`src/rtl/wb_rr_arbiter.sv`:
```
// Round-robin Wishbone arbiter: NUM_MASTERS masters share one slave port.
// A master keeps the bus for as long as it holds cyc; a watchdog aborts any
// strobed transfer that the slave leaves unanswered for TIMEOUT_CYCLES cycles.
//
// Handshake: a transfer is offered while the owner's cyc and stb are high. It
// completes in the cycle s_ack_i or s_err_i is high, or when the watchdog
// fires, which returns an error to the owner and drops s_cyc_o/s_stb_o for
// that cycle.
module wb_rr_arbiter #(
  parameter int NUM_MASTERS    = 4,
  parameter int TIMEOUT_CYCLES = 255
) (
  input  logic                      wb_clk_i,
  input  logic                      wb_rst_i,
  input  logic [NUM_MASTERS-1:0]    m_cyc_i,
  input  logic [NUM_MASTERS-1:0]    m_stb_i,
  input  logic [NUM_MASTERS-1:0]    m_we_i,
  input  logic [4*NUM_MASTERS-1:0]  m_sel_i,
  input  logic [32*NUM_MASTERS-1:0] m_adr_i,
  input  logic [32*NUM_MASTERS-1:0] m_dat_i,
  output logic [31:0]               m_dat_o,
  output logic [NUM_MASTERS-1:0]    m_ack_o,
  output logic [NUM_MASTERS-1:0]    m_err_o,
  output logic                      s_cyc_o,
  output logic                      s_stb_o,
  output logic                      s_we_o,
  output logic [3:0]                s_sel_o,
  output logic [31:0]               s_adr_o,
  output logic [31:0]               s_dat_o,
  input  logic [31:0]               s_dat_i,
  input  logic                      s_ack_i,
  input  logic                      s_err_i,
  output logic [NUM_MASTERS-1:0]    grant_o,
  output logic                      dbg_state_o
);

  localparam int PW = (NUM_MASTERS > 1) ? $clog2(NUM_MASTERS) : 1;

  typedef enum logic {IDLE = 1'b0, OWNED = 1'b1} state_e;

  state_e                   state_q, state_d;
  logic [NUM_MASTERS-1:0]   grant_q, grant_d;
  logic [PW-1:0]            owner_q, owner_d;
  logic [PW-1:0]            ptr_q, ptr_d;
  logic [7:0]               wdog_q, wdog_d;
  logic [7:0]               wdog_inc;
  logic                     own_cyc, own_stb, waiting, timeout;
  logic                     pick_found;
  logic [PW-1:0]            pick_idx, cand_idx;

  // Owner's request lines; stb only counts while cyc is also high
  assign own_cyc = m_cyc_i[owner_q];
  assign own_stb = m_cyc_i[owner_q] & m_stb_i[owner_q];

  // The watchdog register holds the number of unanswered cycles already
  // seen, so the current cycle is wait number wdog_q+1; the abort fires on
  // the cycle that would make the count reach TIMEOUT_CYCLES.
  assign waiting  = (state_q == OWNED) & own_stb & ~s_ack_i & ~s_err_i;
  assign wdog_inc = wdog_q + 8'd1;
  assign timeout  = waiting && (wdog_inc == 8'(TIMEOUT_CYCLES));

  assign m_dat_o     = s_dat_i;
  assign grant_o     = grant_q;
  assign dbg_state_o = (state_q == OWNED);

  // Round-robin pick: first requester scanning upward from ptr+1 with wrap
  always_comb begin
    pick_found = 1'b0;
    pick_idx   = '0;
    cand_idx   = '0;
    for (int i = 1; i <= NUM_MASTERS; i++) begin
      cand_idx = PW'((int'(ptr_q) + i) % NUM_MASTERS);
      if (!pick_found && m_cyc_i[cand_idx]) begin
        pick_found = 1'b1;
        pick_idx   = cand_idx;
      end
    end
  end

  // Next-state logic for ownership, pointer and watchdog
  always_comb begin
    state_d = state_q;
    grant_d = grant_q;
    owner_d = owner_q;
    ptr_d   = ptr_q;
    wdog_d  = (waiting && !timeout) ? wdog_inc : 8'd0;
    case (state_q)
      IDLE: begin
        if (pick_found) begin
          state_d           = OWNED;
          grant_d           = '0;
          grant_d[pick_idx] = 1'b1;
          owner_d           = pick_idx;
          ptr_d             = pick_idx;
        end
      end
      OWNED: begin
        // Releasing cyc always passes through IDLE, even with others waiting
        if (!own_cyc) begin
          state_d = IDLE;
          grant_d = '0;
        end
      end
      default: state_d = IDLE;
    endcase
  end

  // State registers with synchronous active-low reset
  always_ff @(posedge wb_clk_i) begin
    if (!wb_rst_i) begin
      state_q <= IDLE;
      grant_q <= '0;
      owner_q <= '0;
      ptr_q   <= PW'(NUM_MASTERS - 1);
      wdog_q  <= 8'd0;
    end else begin
      state_q <= state_d;
      grant_q <= grant_d;
      owner_q <= owner_d;
      ptr_q   <= ptr_d;
      wdog_q  <= wdog_d;
    end
  end

  // Slave-side mux from the owner and response routing back to it
  always_comb begin
    s_cyc_o = 1'b0;
    s_stb_o = 1'b0;
    s_we_o  = 1'b0;
    s_sel_o = 4'h0;
    s_adr_o = 32'h0;
    s_dat_o = 32'h0;
    m_ack_o = '0;
    m_err_o = '0;
    if (state_q == OWNED) begin
      s_cyc_o          = own_cyc & ~timeout;
      s_stb_o          = own_stb & ~timeout;
      s_we_o           = m_we_i[owner_q];
      s_sel_o          = m_sel_i[int'(owner_q)*4 +: 4];
      s_adr_o          = m_adr_i[int'(owner_q)*32 +: 32];
      s_dat_o          = m_dat_i[int'(owner_q)*32 +: 32];
      m_ack_o[owner_q] = s_ack_i;
      m_err_o[owner_q] = s_err_i | timeout;
    end
  end

endmodule

```
`config.mk`:
```
export PLATFORM = sky130hd
export DESIGN_NAME = wb_rr_arbiter
export DESIGN_NICKNAME = d
export VERILOG_FILES = /design/src/rtl/wb_rr_arbiter.sv
export SDC_FILE = /design/constraint.sdc
export NUM_CORES = 1
export LEC_CHECK = 0
export ABC_CLOCK_PERIOD_IN_PS = 2250
export BUFFER_PORTS_ARGS = -buffer_cell sky130_fd_sc_hd__buf_2
export CAP_MARGIN = 30
export CORE_AREA = 2 2 171 173
export DETAILED_ROUTE_END_ITERATION = 10
export DIE_AREA = 0 0 173 175
export PLACE_DENSITY_LB_ADDON = 0.2
export SYNTH_ARGS = -nofsm -noshare
export SYNTH_HDL_FRONTEND = slang
export SYNTH_SLANG_ARGS = --single-unit
```
`constraint.sdc`:
```
create_clock -name wb_clk_i -period 2.25 [get_ports wb_clk_i]
set_input_delay 0.1125 -clock wb_clk_i [delete_from_list [all_inputs] [get_ports wb_clk_i]]
set_output_delay 0.1125 -clock wb_clk_i [all_outputs]
set_load 0.02 [all_outputs]
```
---- Word-level counts from Yosys, hierarchy flattened ----
Cells that the tools add are included.
cells by class
  $add $sub $neg .......................... 5
  $mul .................................... 0
  divide/modulo/power cells ............... 0
  $lt $le $gt $ge ......................... 8
  equal/unequal tests ..................... 3
  shifts and indexed selects .............. 3
  multiplexer cells ....................... 40
  bitwise operators ....................... 13
  reduce and logical (&&, ||, !) cells .... 14
operator list
  operator                                                            number
  variable part select 128 x 8 -> 32 bit                              2
  two-way mux 32 bit                                                  2
  two-way mux 4 bit                                                   5
  less-than comparator 2 x 3 -> 1 bit (second input constant)         6
  two-way mux 1 bit                                                   18
  variable part select 16 x 5 -> 4 bit                                1
  binary-select mux 1 bit (select 2 bit)                              7
  adder 8 x 1 -> 8 bit (second input constant)                        1
  bitwise AND 4 bit                                                   2
  equality test 8 bit (second input constant)                         1
  two-way mux 2 bit                                                   4
  one-hot mux 4 bit (2 select lines)                                  1
  logical AND 1 bit                                                   7
  bitwise AND 1 bit                                                   6
  AND reduction 2 bit                                                 3
  adder 2 x 1 -> 2 bit (second input constant)                        2
  adder 2 bit (second input constant)                                 2
  demux 1 bit (select 2 bit)                                          2
  greater-or-equal comparator 2 x 1 -> 1 bit (second input constant)  2
  zero test 1 bit                                                     4
  inequality test 2 bit (second input constant)                       2
  NOT 1 bit                                                           4
  one-hot mux 1 bit (2 select lines)                                  1
  OR 1 bit                                                            1
word-level totals
  flip-flop bits (word level) ............. 17
  latch bits .............................. 0
  bits in writable memories ............... 0
  bits in read-only memories .............. 0
  input port bits ......................... 320
  output and inout port bits .............. 116
  memories ................................ 0

---- Depth between registers and ports, before layout ----
Gate-level depths: netlist of the first run.
  word-level depth ........................ 19
  mapped depth ............................ 6

---- Worst setup path before layout of the first run ----
OpenSTA, ideal clock, no wires.
  path type ............................... register to output
  start point ............................. reg wdog_q[0]
  end point ............................... out m_err_o[0]
  arrival ................................. 2.212 ns
  required time ........................... 2.138 ns
  path slack .............................. -0.074 ns
  stages on the path, launching flop included .. 7
  buffers on the path ..................... 0
  path through ............................ dfxtp_1 -> ha_1 -> nand3_1 -> or3_1 -> a211oi_1 -> a31oi_1 -> nor4b_1
between the ends
  word-level cells in the longest chain between the ends .. 6
ends and longest elaborated chain
  element                             RTL line  RTL
  start: declaration                  45        logic [7:0] wdog_q, wdog_d;
  start signal: assignment            121       wdog_q <= wdog_d;
  adder 8 x 1 -> 8 bit                59        assign wdog_inc = wdog_q + 8'd1;
  equality test 8 bit                 60        assign timeout = waiting && (wdog_inc == 8'(TIMEOUT_CYCLES));
  logical AND 1 bit                   60
  OR 1 bit                            143       m_err_o[owner_q] = s_err_i | timeout;
  bitwise AND 4 bit (no source line)  -
  two-way mux 4 bit                   135       if (state_q == OWNED) begin
  end: declaration                    23        output logic [NUM_MASTERS-1:0] m_err_o,
No other way between the ends.

---- Worst setup path after layout of the first run ----
  start point ............................. reg wdog_q[0]
  end point ............................... out m_err_o[1]
The elaborated chain is that of the path after synthesis.

==> metrics.md, run 1 <==
| Metric | Value |
|---|---|
| First-pass GRT wire length | 24600 µm |
| Clock buffer depth | 2 |
| Inst Count DP | 1006 |
| Max-Cap Viols | 0 |
| Critical Path RT | 2140 ps |
| Cell family with the largest share of critical-path delay | simple AND/OR/NAND/NOR gates |
| Final Max Tran Viols | 0 |
| Root Driver | clkbuf_16 |
| Hpwl dp | 14700 µm |
| Share of post-route cells with drive strength above 1 | 75.0% |
| Die width | 173 µm |
| Pre-Repair DR Iteration Count | 4 |
| Gpl congestion | 0.789 |
| R2R cell count | 7 |
| Hold Crit Class | input pin to flip-flop |
| R2r startpoint | wdog_q[0] |
| Wire per inst | 16.9 µm |
| Ys async rst share | 0% |
| RSZ-0062 raised after global routing | true |
| Pre-CTS setup slack | 33.9 ps |
| Total power | 2.09 mW |
| YS warnings | 0 |
| Total routed wirelength | 17200 µm |
| Post-route ant nets | 0 |
| Status | finished clean |
| Initial antenna violation count | 2 |
| Hold Crit Start | wb_rst_i |
| Post-synth top area cell | mux4_2 |
| Final Hold Vio Count | 0 |
| Area grow syn2layout | 69.1% |
| Fin cells | 1013 |
| Via density | 3.77 |
| CTS sink count | 17 |
| Sequential element share of the synthesized area | 10.4% |
| Critical path type | flip-flop to output port |
| Setup violators final | 0 |
| Via count | 3824 |
| Tmin final | 2240 ps |
| PD cells | 378 nW/µm² |
| Worst-skew pair later-pin latency | 240 ps |
| Port buffer count | 371 |
| Top Ports | 436 |
| CTS buffer count | 3 |
| Post-synthesis mux area share | 49.3% |
| Relative slew slack | 59.5% |
| Endpoint type of the worst setup path | output port |
| Final Cycle Share | 99.6% |
| Post-synthesis adder-cell area fraction | 0.766% |
| Crit-path slowest cell | dfxtp_4 |
| Vias in the first global route | 3926 |
| Seq cells post-synth | 17 |
| Crit path buf inv count | 1 |
| Max Clock Freq | 0.446 GHz |
| Worst vdd ir | 0.283 mV |
| Final setup skew | 2.74 ps |
| Hold path endpoint | ptr_q[1] |
| CP Cell Sequence | ha_4, nand3_2, or3_4, a211oi_4, a31oi_4, nor4bb_1, buf_2 |
| Synth Cell Area | 3270 µm² |
| Core ar. | 28400 µm² |
| Starting Density | 11.5% |
| CP arrival | 2130 ps |
| Post-Syn Instances | 302 |
| Crit start category | flip-flop |
| Crit-path max cell delay | 370 ps |
| Worst r2r dst | wdog_q[5] |
| Synth top area share | 48.9% |
| Post-synth EDFFs | 0 |
| Fill count | 3212 |
| Largest family of logic cells by synthesized area | multiplexers |
| H-tree depth | 1 |
| Die area | 30300 µm² |
| Nets | 951 |
| Total GRT Usage | 10.5% |
| Worst-path fanout max | 4 |
| Worst hold stages | 2 |
| Synthesized area per cell | 10.8 µm² |
| Syn Nets | 624 |
| Num rows | 62 |
| DR iter-0 viols | 94 |
| Post-synth top flop | dfxtp_1 |
| CTS tree | done |
| Largest net degree at the start of global routing | 44 |
| Synth Area in Simple Gates | 22.5% |
| Overflow after GRT | 0 |
| Post-synthesis compound-gate area fraction | 4.17% |
| Largest cells by area after synthesis | mux4_2 49%, and2_1 14%, dfxtp_1 10% |
| Die height | 175 µm |
| Post-route setup slack | 9.89 ps |
| Hold slack | 155 ps |
| R2R Setup Slk | 310 ps |
| Synth Area in XOR/XNOR | 1.61% |
| Slew @ Worst Pin | 608 ps |
| Cell variety after synth | 40 |
| Leakage | 2.56 nW |
| Clock Pin Slew Worst Setup and Hold Paths | 50 ps |
| Drc violations | 0 |
[per-stage QoR]
step           area [µm²]  TNS [ps]  util (%)
2_1_floorplan        3270      -136         -
3_3_place_gp         5360         0      18.9
3_5_place_dp         5360         0      18.9
4_1_cts              5490         0      19.3
5_1_grt              5520      -123      19.4
6_report             5520         0      19.5
[how the worst max path moves through the flow]
stage | from | end | slack (ps) | cells past startpoint
floorplan | wdog_q[0] | m_err_o[1] | -70 | 6
global route | wdog_q[0] | m_err_o[2] | -80 | 7
finish | wdog_q[0] | m_err_o[1] | 10 | 7
detailed placement | wdog_q[0] | m_err_o[1] | 30 | 7
CTS | wdog_q[0] | m_err_o[1] | 7 | 7
global placement | wdog_q[0] | m_err_o[1] | 60 | 7
[area by class of cell]
type | count | area, µm² | area share, %
diodes | 1 | 2.50 | 0.0453
clock buffers | 4 | 78.8 | 1.43
inverters | 3 | 11.3 | 0.204
multi-input cells | 222 | 2620 | 47.4
flip-flops and latches | 17 | 354 | 6.41
well taps | 384 | 480 | 8.70
repair buffers | 382 | 1980 | 35.8
[registers in the layout, indices dropped and copies added, names as in the netlist]
signal       cells
dbg_state_o      1
grant_o          4
owner_q          2
ptr_q            2
wdog_q           8
[logic make-up (layout without fill, tap and decap cells)]
kind of cell	after synthesis	after routing
AO/OA/AOI/OAI	19	19
XOR/XNOR	6	6
adder cells (fa/ha/maj)	2	2
buffers and inverters	63	389
flip-flops	17	17
multiplexers	72	72
other	0	1
AND/OR/NAND/NOR	123	123
[cell usage in the layout, fill, tap and decap left out, types with 3 or more instances in the layout]
cell	count
buf_12	3
buf_4	8
nand2_1	8
xor2_1	3
and2_1	71
o21ai_0	3
dfxtp_4	3
nor3b_1	4
clkbuf_16	3
nor2b_1	4
dfxtp_1	12
buf_2	371
nor2_1	16
inv_1	3
mux4_2	71
xnor2_1	3
nand3_1	4
[cell usage after synthesis (2+ instances only)]
cell       count
a21boi_0       2
a21oi_1        2
a31oi_1        2
and2_1        71
buf_2          9
buf_4         32
clkbuf_1      19
dfxtp_1       17
ha_1           2
inv_1          3
mux4_2        71
nand2_1        8
nand2b_1       2
nand3_1        5
nand4_1        2
nor2_1        16
nor2b_1        4
nor3b_1        4
nor4bb_1       2
o21ai_0        4
o2bb2ai_1      2
xnor2_1        3
xor2_1         3
[what timing repair did]
action	in CTS	in global routing
resized for setup	11	2
pin swaps	3	1
endpoints found under the setup margin	5	3
hold buffers	0	0
buffers inserted	0	2
[per-layer routing]
metal	wire length (µm)	part of all wire, %	GRT usage (%)	up-vias
met1	7310	43	13.7	1842
li1	-	-	-	1775
met4	142	0.83	1.24	2
met5	18	0.10	0	-
met3	1400	8.2	2.68	12
met2	8280	48	17.8	193
[where the power goes]
group,internal (mW),total (mW),switching [mW]
combinational,0.724,1.39,0.667
sequential,0.319,0.341,0.0227
clock,0.240,0.354,0.113
total,1.28,2.09,0.803
No activity file was read; power rests on OpenSTA's default activity.
==> run 2, diff against run 1 <==
--- a/config.mk
+++ b/config.mk
@@ -8,7 +8,7 @@
 export ABC_CLOCK_PERIOD_IN_PS = 2250
 export BUFFER_PORTS_ARGS = -buffer_cell sky130_fd_sc_hd__buf_2
 export CAP_MARGIN = 30
-export CORE_AREA = 2 2 171 173
+export CORE_AREA = 3 3 170 172
 export DETAILED_ROUTE_END_ITERATION = 10
 export DIE_AREA = 0 0 173 175
 export PLACE_DENSITY_LB_ADDON = 0.2
==> run 2 against run 1 <==
Against the previous run: the run now ends with negative setup slack left; worst hold slack better by 6.2 ps; clock power barely moved; clock skew rose by 0.63 ps; first-iteration DRC count is 65% higher; core utilization grew 0.50 points; worst setup slack lost 17 ps; total power up 0.21%; critical path type unchanged.
==> metrics.md, run 2 (same netlist as run 1, synthesis figures left out) <==
| Metric | Value |
|---|---|
| Status | finished with violations |
| Failing checks | negative setup slack |
| Total GRT Usage | 10.9% (+0.40 points) |
| Wire per inst | 17.8 µm (+5.1%) |
| Largest reg by FF count | wdog_q |
| Diode count | 0 (-1) |
| Setup violators final | 1 (+1) |
| Global-route met3 utilization | 2.30% (-0.37 points) |
| Max-Cap Viols | 0 (unchanged) |
| Post-route ant nets | 0 (unchanged) |
| Tmin final | 2260 ps (+16.9 ps) |
| Slew @ Worst Pin | 631 ps (+23.1 ps) |
| Design area | 5510 µm² (-0.18%) |
| Crit-path max cell delay | 360 ps (about the same) |
| NetSw | 0.809 mW (+0.85%) |
| Overflow after GRT | 0 (unchanged) |
| Final Max Tran Viols | 0 (unchanged) |
| Worst-path fanout max | 4 (unchanged) |
| CTS buffer count | 3 (unchanged) |
| Hpwl dp | 15000 µm (+1.9%) |
| Gpl congestion | 0.754 (-4.5%) |
| Relative slew slack | 57.9% (-1.5 points) |
| Endpoint type of the worst setup path | output port |
| Total routed wirelength | 17900 µm (+4.1%) |
| Worst-skew pair later-pin latency | 250 ps (about the same) |
| Internal Pwr Total | 1.28 mW (-0.20%) |
| Die width | 173 µm (unchanged) |
| Initial antenna violation count | 0 (-2) |
| Core ar. | 27600 µm² (-2.7%) |
| Placed inst area | 5350 µm² (about the same) |
| CP Cell Sequence | ha_4, nand3_2, or3_4, a211oi_4, a31oi_4, nor4bb_2, buf_2 |
| Starting Density | 11.8% (+0.32 points) |
| Final Hold Vio Count | 0 (unchanged) |
| GRT busiest layer | met2 |
| Cell family with the largest share of critical-path delay | simple AND/OR/NAND/NOR gates |
| Vias in the first global route | 3961 (+0.89%) |
| Fin cells | 1004 (-0.89%) |
| Critical Path RT | 2140 ps (about the same) |
| Port buffer count | 371 (unchanged) |
| Clock buffer depth | 2 (unchanged) |
| Crit path buf inv count | 1 (unchanged) |
| First-pass GRT wire length | 25900 µm (+5.3%) |
| CTS tree | done |
| Critical path type | flip-flop to output port |
| RSZ-0062 raised after global routing | true |
| Final setup skew | 3.37 ps (+0.626 ps) |
| Inst Count DP | 999 (-0.70%) |
| Num rows | 61 (-1.6%) |
| Commonest non-fill, non-tap cells in the layout | 370 x buf_2, 71 x mux4_2, 71 x and2_1, 16 x nor2_1, 12 x dfxtp_1 |
| Die height | 175 µm (unchanged) |
| Crit-path slowest cell | or3_4 |
| CP arrival | 2140 ps (about the same) |
| Final Cycle Share | 100% (+0.75 points) |
| CTS sink count | 17 (unchanged) |
| Worst vdd ir | 0.243 mV (-14%) |
| Hold Crit Class | input pin to flip-flop |
| Largest net degree at the start of global routing | 70 (+59%) |
| Die area | 30300 µm² (unchanged) |
| Number of hold buffers added after CTS | 0 (unchanged) |
| Clock Pin Slew Worst Setup and Hold Paths | 50 ps (about the same) |
| Pre-CTS setup slack | 42.1 ps (+8.26 ps) |
| Logic pwr share | 66.3% (-0.4 points) |
| Post-route setup slack | -7.04 ps (-16.9 ps) |
| Max reg flops | 8 (unchanged) |
| Drc violations | 0 (unchanged) |
| Pre-Repair DR Iteration Count | 4 (unchanged) |
| Share of post-route cells with drive strength above 1 | 75.4% (+0.40 points) |
| Sequential share of power | 16.6% (+0.2 points) |
| Via count | 3779 (-1.2%) |
| Net Sw Frac | 38.7% (+0.25 points) |
| Total power | 2.09 mW (+0.21%) |
| Root Driver | clkbuf_16 |
| Max Clock Freq | 0.443 GHz (-0.75%) |
| DR iter-0 viols | 155 (+65%) |
| Via density | 3.76 (-0.29%) |
| H-tree depth | 1 (unchanged) |
| Top Ports | 436 (unchanged) |
| Most common cell after layout, fill and taps aside | buf_2 |
| Met2 global-route usage | 19.5% (+1.7 points) |
| PD cells | 379 nW/µm² (+0.39%) |
| Clk network pwr share | 17.1% (about the same) |
| Crit start category | flip-flop |
| Met1 usage | 14.0% (+0.24 points) |
| Nets | 949 (-0.21%) |
| Area grow syn2layout | 68.8% |
| Leakage | 2.54 nW (-0.65%) |
==> run 2: changes by cell type in the layout (fill, tap and decap cells not counted) <==
cell,before,now
nand2_4,1,0
xor2_1,3,2
dfxtp_4,3,2
xor2_2,0,1
diode_2,1,0
nand2_2,0,1
nor4bb_1,2,0
buf_4,8,7
buf_2,371,370
dfxtp_2,2,3
nor4bb_2,0,2
==> run 2: layout make-up <==
type,count,area (µm²)
Tap cell,378,473
Inverter,3,11.3
Fill cell,3143,22100
Sequential cell,17,352
Clock buffer,4,78.8
Timing Repair Buffer,380,1960
Multi-Input combinational cell,222,2640
==> run 2: repair_timing <==
item	CTS	global route
buffers inserted	1	0
endpoints found under the setup margin	4	4
pin swaps	5	5
gates resized for setup	11	4
==> run 2: metrics by stage <==
step,util (%),TNS (ps),hold slack [ps]
finish,20.0,-7.04,161
CTS,19.9,-27.0,167
global placement,19.4,0,225
detailed placement,19.4,0,225
floorplan,-,-136,295
global route,20.0,-376,195
==> run 2: layer usage <==
layer | wire length [µm] | part of all wire (%)
met4 | 128 | 0.72
met2 | 9130 | 51
met3 | 1250 | 7.0
met1 | 7350 | 41
met5 | 0 | 0
==> run 2: power groups by stage <==
stage | clock [mW] | sequential [mW] | combinational (mW)
global route | 0.380 | 0.353 | 1.50
CTS | 0.369 | 0.349 | 1.42
global placement | 0 | 0.356 | 1.41
finish | 0.357 | 0.348 | 1.39
floorplan | 0 | 0.342 | 0.933
detailed placement | 0 | 0.356 | 1.40
==> run 2: worst paths after layout <==
| kind | start | end | slack (ps) | cells past startpoint |
|---|---|---|---|---|
| max | wdog_q[0] | m_err_o[2] | -7 | 7 |
| min | wb_rst_i | ptr_q[1] | 160 | 2 |
| max reg2reg | wdog_q[0] | wdog_q[4] | 290 | 7 |
| min reg2reg | grant_o[3] | grant_o[3] | 520 | 2 |
==> run 2: worst register-to-register path, stage by stage (launching register included) <==
cell and delay, ps:
dfxtp_2 350, ha_4 150, nand3_2 80, or3_4 360, buf_4 150, a211o_1 310
o211ai_2 360, nor2_1 90
==> run 3, diff against run 2 <==
--- a/config.mk
+++ b/config.mk
@@ -5,13 +5,15 @@
 export SDC_FILE = /design/constraint.sdc
 export NUM_CORES = 1
 export LEC_CHECK = 0
-export ABC_CLOCK_PERIOD_IN_PS = 2250
+export ABC_CLOCK_PERIOD_IN_PS = 2500
 export BUFFER_PORTS_ARGS = -buffer_cell sky130_fd_sc_hd__buf_2
 export CAP_MARGIN = 30
 export CORE_AREA = 3 3 170 172
 export DETAILED_ROUTE_END_ITERATION = 10
 export DIE_AREA = 0 0 173 175
+export GPL_TIMING_DRIVEN = 0
 export PLACE_DENSITY_LB_ADDON = 0.2
+export SLEW_MARGIN = 20
 export SYNTH_ARGS = -nofsm -noshare
 export SYNTH_HDL_FRONTEND = slang
 export SYNTH_SLANG_ARGS = --single-unit
==> constraint.sdc (replaced) <==
create_clock -name wb_clk_i -period 2.5 [get_ports wb_clk_i]
set_input_delay 0.125 -clock wb_clk_i [delete_from_list [all_inputs] [get_ports wb_clk_i]]
set_output_delay 0.125 -clock wb_clk_i [all_outputs]
set_load 0.02 [all_outputs]
==> run 3 against run 2 <==
Against the previous run: the run now ends clean; critical endpoint is now m_err_o[1]; final cell count up 8.5%; via count rose by 11%; largest cell class unchanged; sequential share of layout area decreased by 0.57 points; global-route usage is 1.5 points higher; register-to-register slack improved by 280 ps; critical path depth is the same; clock power is 11% lower; sequential power down 13%; clock skew shrank 1.7 ps.
==> metrics.md, run 3 (same netlist as run 1, synthesis figures left out) <==
| Metric | Value |
|---|---|
| Top Ports | 436 (unchanged) |
| Nets | 1033 (+8.9%) |
| Overflow after GRT | 0 (unchanged) |
| Gpl congestion | 0.830 (+10%) |
| Design area | 5930 µm² (+7.5%) |
| Root Driver | clkbuf_16 |
| Max Clock Freq | 0.427 GHz |
| Commonest non-fill, non-tap cells in the layout | 406 x buf_2, 71 x mux4_2, 71 x and2_1, 39 x buf_4, 16 x nor2_1 |
| Max reg flops | 8 (unchanged) |
| PD cells | 341 nW/µm² (-10%) |
| Starting Density | 11.8% (unchanged) |
| Die area | 30300 µm² (unchanged) |
| Placed inst area | 5760 µm² (+7.6%) |
| Post-route ant nets | 0 (unchanged) |
| Area grow syn2layout | 81.5% |
| Most common cell after layout, fill and taps aside | buf_2 |
| CTS sink count | 17 (unchanged) |
| Via count | 4182 (+11%) |
| Critical Path RT | 2380 ps (+240 ps) |
| DR iter-0 viols | 186 (+20%) |
| Port buffer count | 403 (+8.6%) |
| Setup TNS Final | 0 ps (+7.04 ps) |
| Critical path type | flip-flop to output port |
| Crit path buf inv count | 1 (unchanged) |
| Drc violations | 0 (unchanged) |
| Relative slew slack | 57.9% (about the same) |
| Total GRT Usage | 12.4% (+1.5 points) |
| Status | finished clean |
| CP Cell Sequence | ha_2, nand3_2, or3_4, a211oi_4, a31oi_4, nor4bb_2, buf_4 |
| Clock buffer depth | 2 (unchanged) |
| Core ar. | 27600 µm² (unchanged) |
| Num rows | 61 (unchanged) |
| Worst-skew pair later-pin latency | 240 ps (about the same) |
| Max-Cap Viols | 0 (unchanged) |
| CTS buffer count | 3 (unchanged) |
| First-pass GRT wire length | 28700 µm (+11%) |
| Crit-path slowest cell | or3_4 |
| Final Cycle Share | 93.7% |
| Crit-path max cell delay | 370 ps (about the same) |
| CTS tree | done |
| Largest net degree at the start of global routing | 11 (-84%) |
| Pre-Repair DR Iteration Count | 4 (unchanged) |
| Number of hold buffers added after CTS | 0 (unchanged) |
| Worst vdd ir | 0.212 mV (-13%) |
| Via density | 3.84 (+2.0%) |
| H-tree depth | 1 (unchanged) |
| Cell family with the largest share of critical-path delay | simple AND/OR/NAND/NOR gates |
| CP arrival | 2220 ps (+80 ps) |
| Wire per inst | 18.8 µm (+5.7%) |
| Hpwl dp | 18000 µm (+20%) |
| Endpoint type of the worst setup path | output port |
| Initial antenna violation count | 3 (+3) |
| Die height | 175 µm (unchanged) |
| Die width | 173 µm (unchanged) |
| Hold Crit Class | input pin to flip-flop |
| Share of post-route cells with drive strength above 1 | 75.6% (+0.23 points) |
| Slew @ Worst Pin | 631 ps (+0.588 ps) |
| Final Max Tran Viols | 0 (unchanged) |
| Total routed wirelength | 20500 µm (+15%) |
| Fill count | 3158 (+0.48%) |
| Crit start category | flip-flop |
| Final Hold Vio Count | 0 (unchanged) |
| Final setup skew | 1.71 ps (-1.66 ps) |
| Vias in the first global route | 4288 (+8.3%) |
| Setup violators final | 0 (-1) |
| Clock Pin Slew Worst Setup and Hold Paths | 50 ps (about the same) |
| Worst-path fanout max | 5 (+1) |
| Largest reg by FF count | wdog_q |
| Leakage | 2.86 nW (+13%) |
| Tmin final | 2340 ps |
==> run 3: cell count changes in the layout (fill, tap and decap cells not counted), sizes merged <==
cell / change
clkbuf: +18
diode: +1
buf: +66
==> run 3: worst paths after layout <==
path | start | endpoint | slack (ps) | depth (start not counted)
worst max-delay path | wdog_q[0] | m_err_o[1] | 160 | 7
worst min register to register | wdog_q[0] | wdog_q[0] | 450 | 1
worst max register to register | wdog_q[0] | wdog_q[5] | 570 | 6
worst min-delay path | s_ack_i | wdog_q[7] | 220 | 4
==> run 3: where the power goes <==
part           internal (mW)  switching, mW  total (mW)
registers              0.287         0.0167       0.304
clock network          0.216         0.0994       0.316
logic                  0.706          0.696        1.40
==> run 3: final cells by class <==
cell class | count | area (µm²) | area share [%]
multi-input combinational | 222 | 2610 | 44.0
timing repair buffer | 405 | 2030 | 34.3
tap | 378 | 473 | 7.98
buffer | 59 | 374 | 6.31
sequential | 17 | 344 | 5.80
clock buffer | 4 | 78.8 | 1.33
inverter | 3 | 11.3 | 0.190
antenna | 1 | 2.50 | 0.0422
==> run 3: metrics by stage <==
stage	utilization [%]	setup WS [ps]	hold slack [ps]	power [mW]	instances
4_1_cts	21.2	0.572	212	2.05	1086
5_1_grt	21.4	-0.389	255	2.16	1088
6_report	21.5	157	223	2.02	1089
3_3_place_gp	20.8	-178	461	1.71	1083
2_1_floorplan	-	163	308	1.15	302
3_5_place_dp	20.8	-153	468	1.71	1083
==> run 3: per-layer routing <==
| metal | track usage [%] | routed length (µm) |
|---|---|---|
| met1 | 15.9 | 8340 |
| met2 | 22.5 | 10700 |
| met3 | 2.56 | 1370 |
| met4 | 0.270 | 36 |
| met5 | 0 | 27 |
==> run 3: what timing repair did <==
action / CTS / global route
setup buffers: 0 / 2
gates cloned: 0 / 0
endpoints found under the setup margin: 49 / 35
resized for setup: 10 / 14
pin swaps: 0 / 5
==> run 3: worst min-delay path, cell delays in order <==
cell and delay, ps:
buf_2 110, nor4b_4 60, nand3_1 80, nor2_1 40
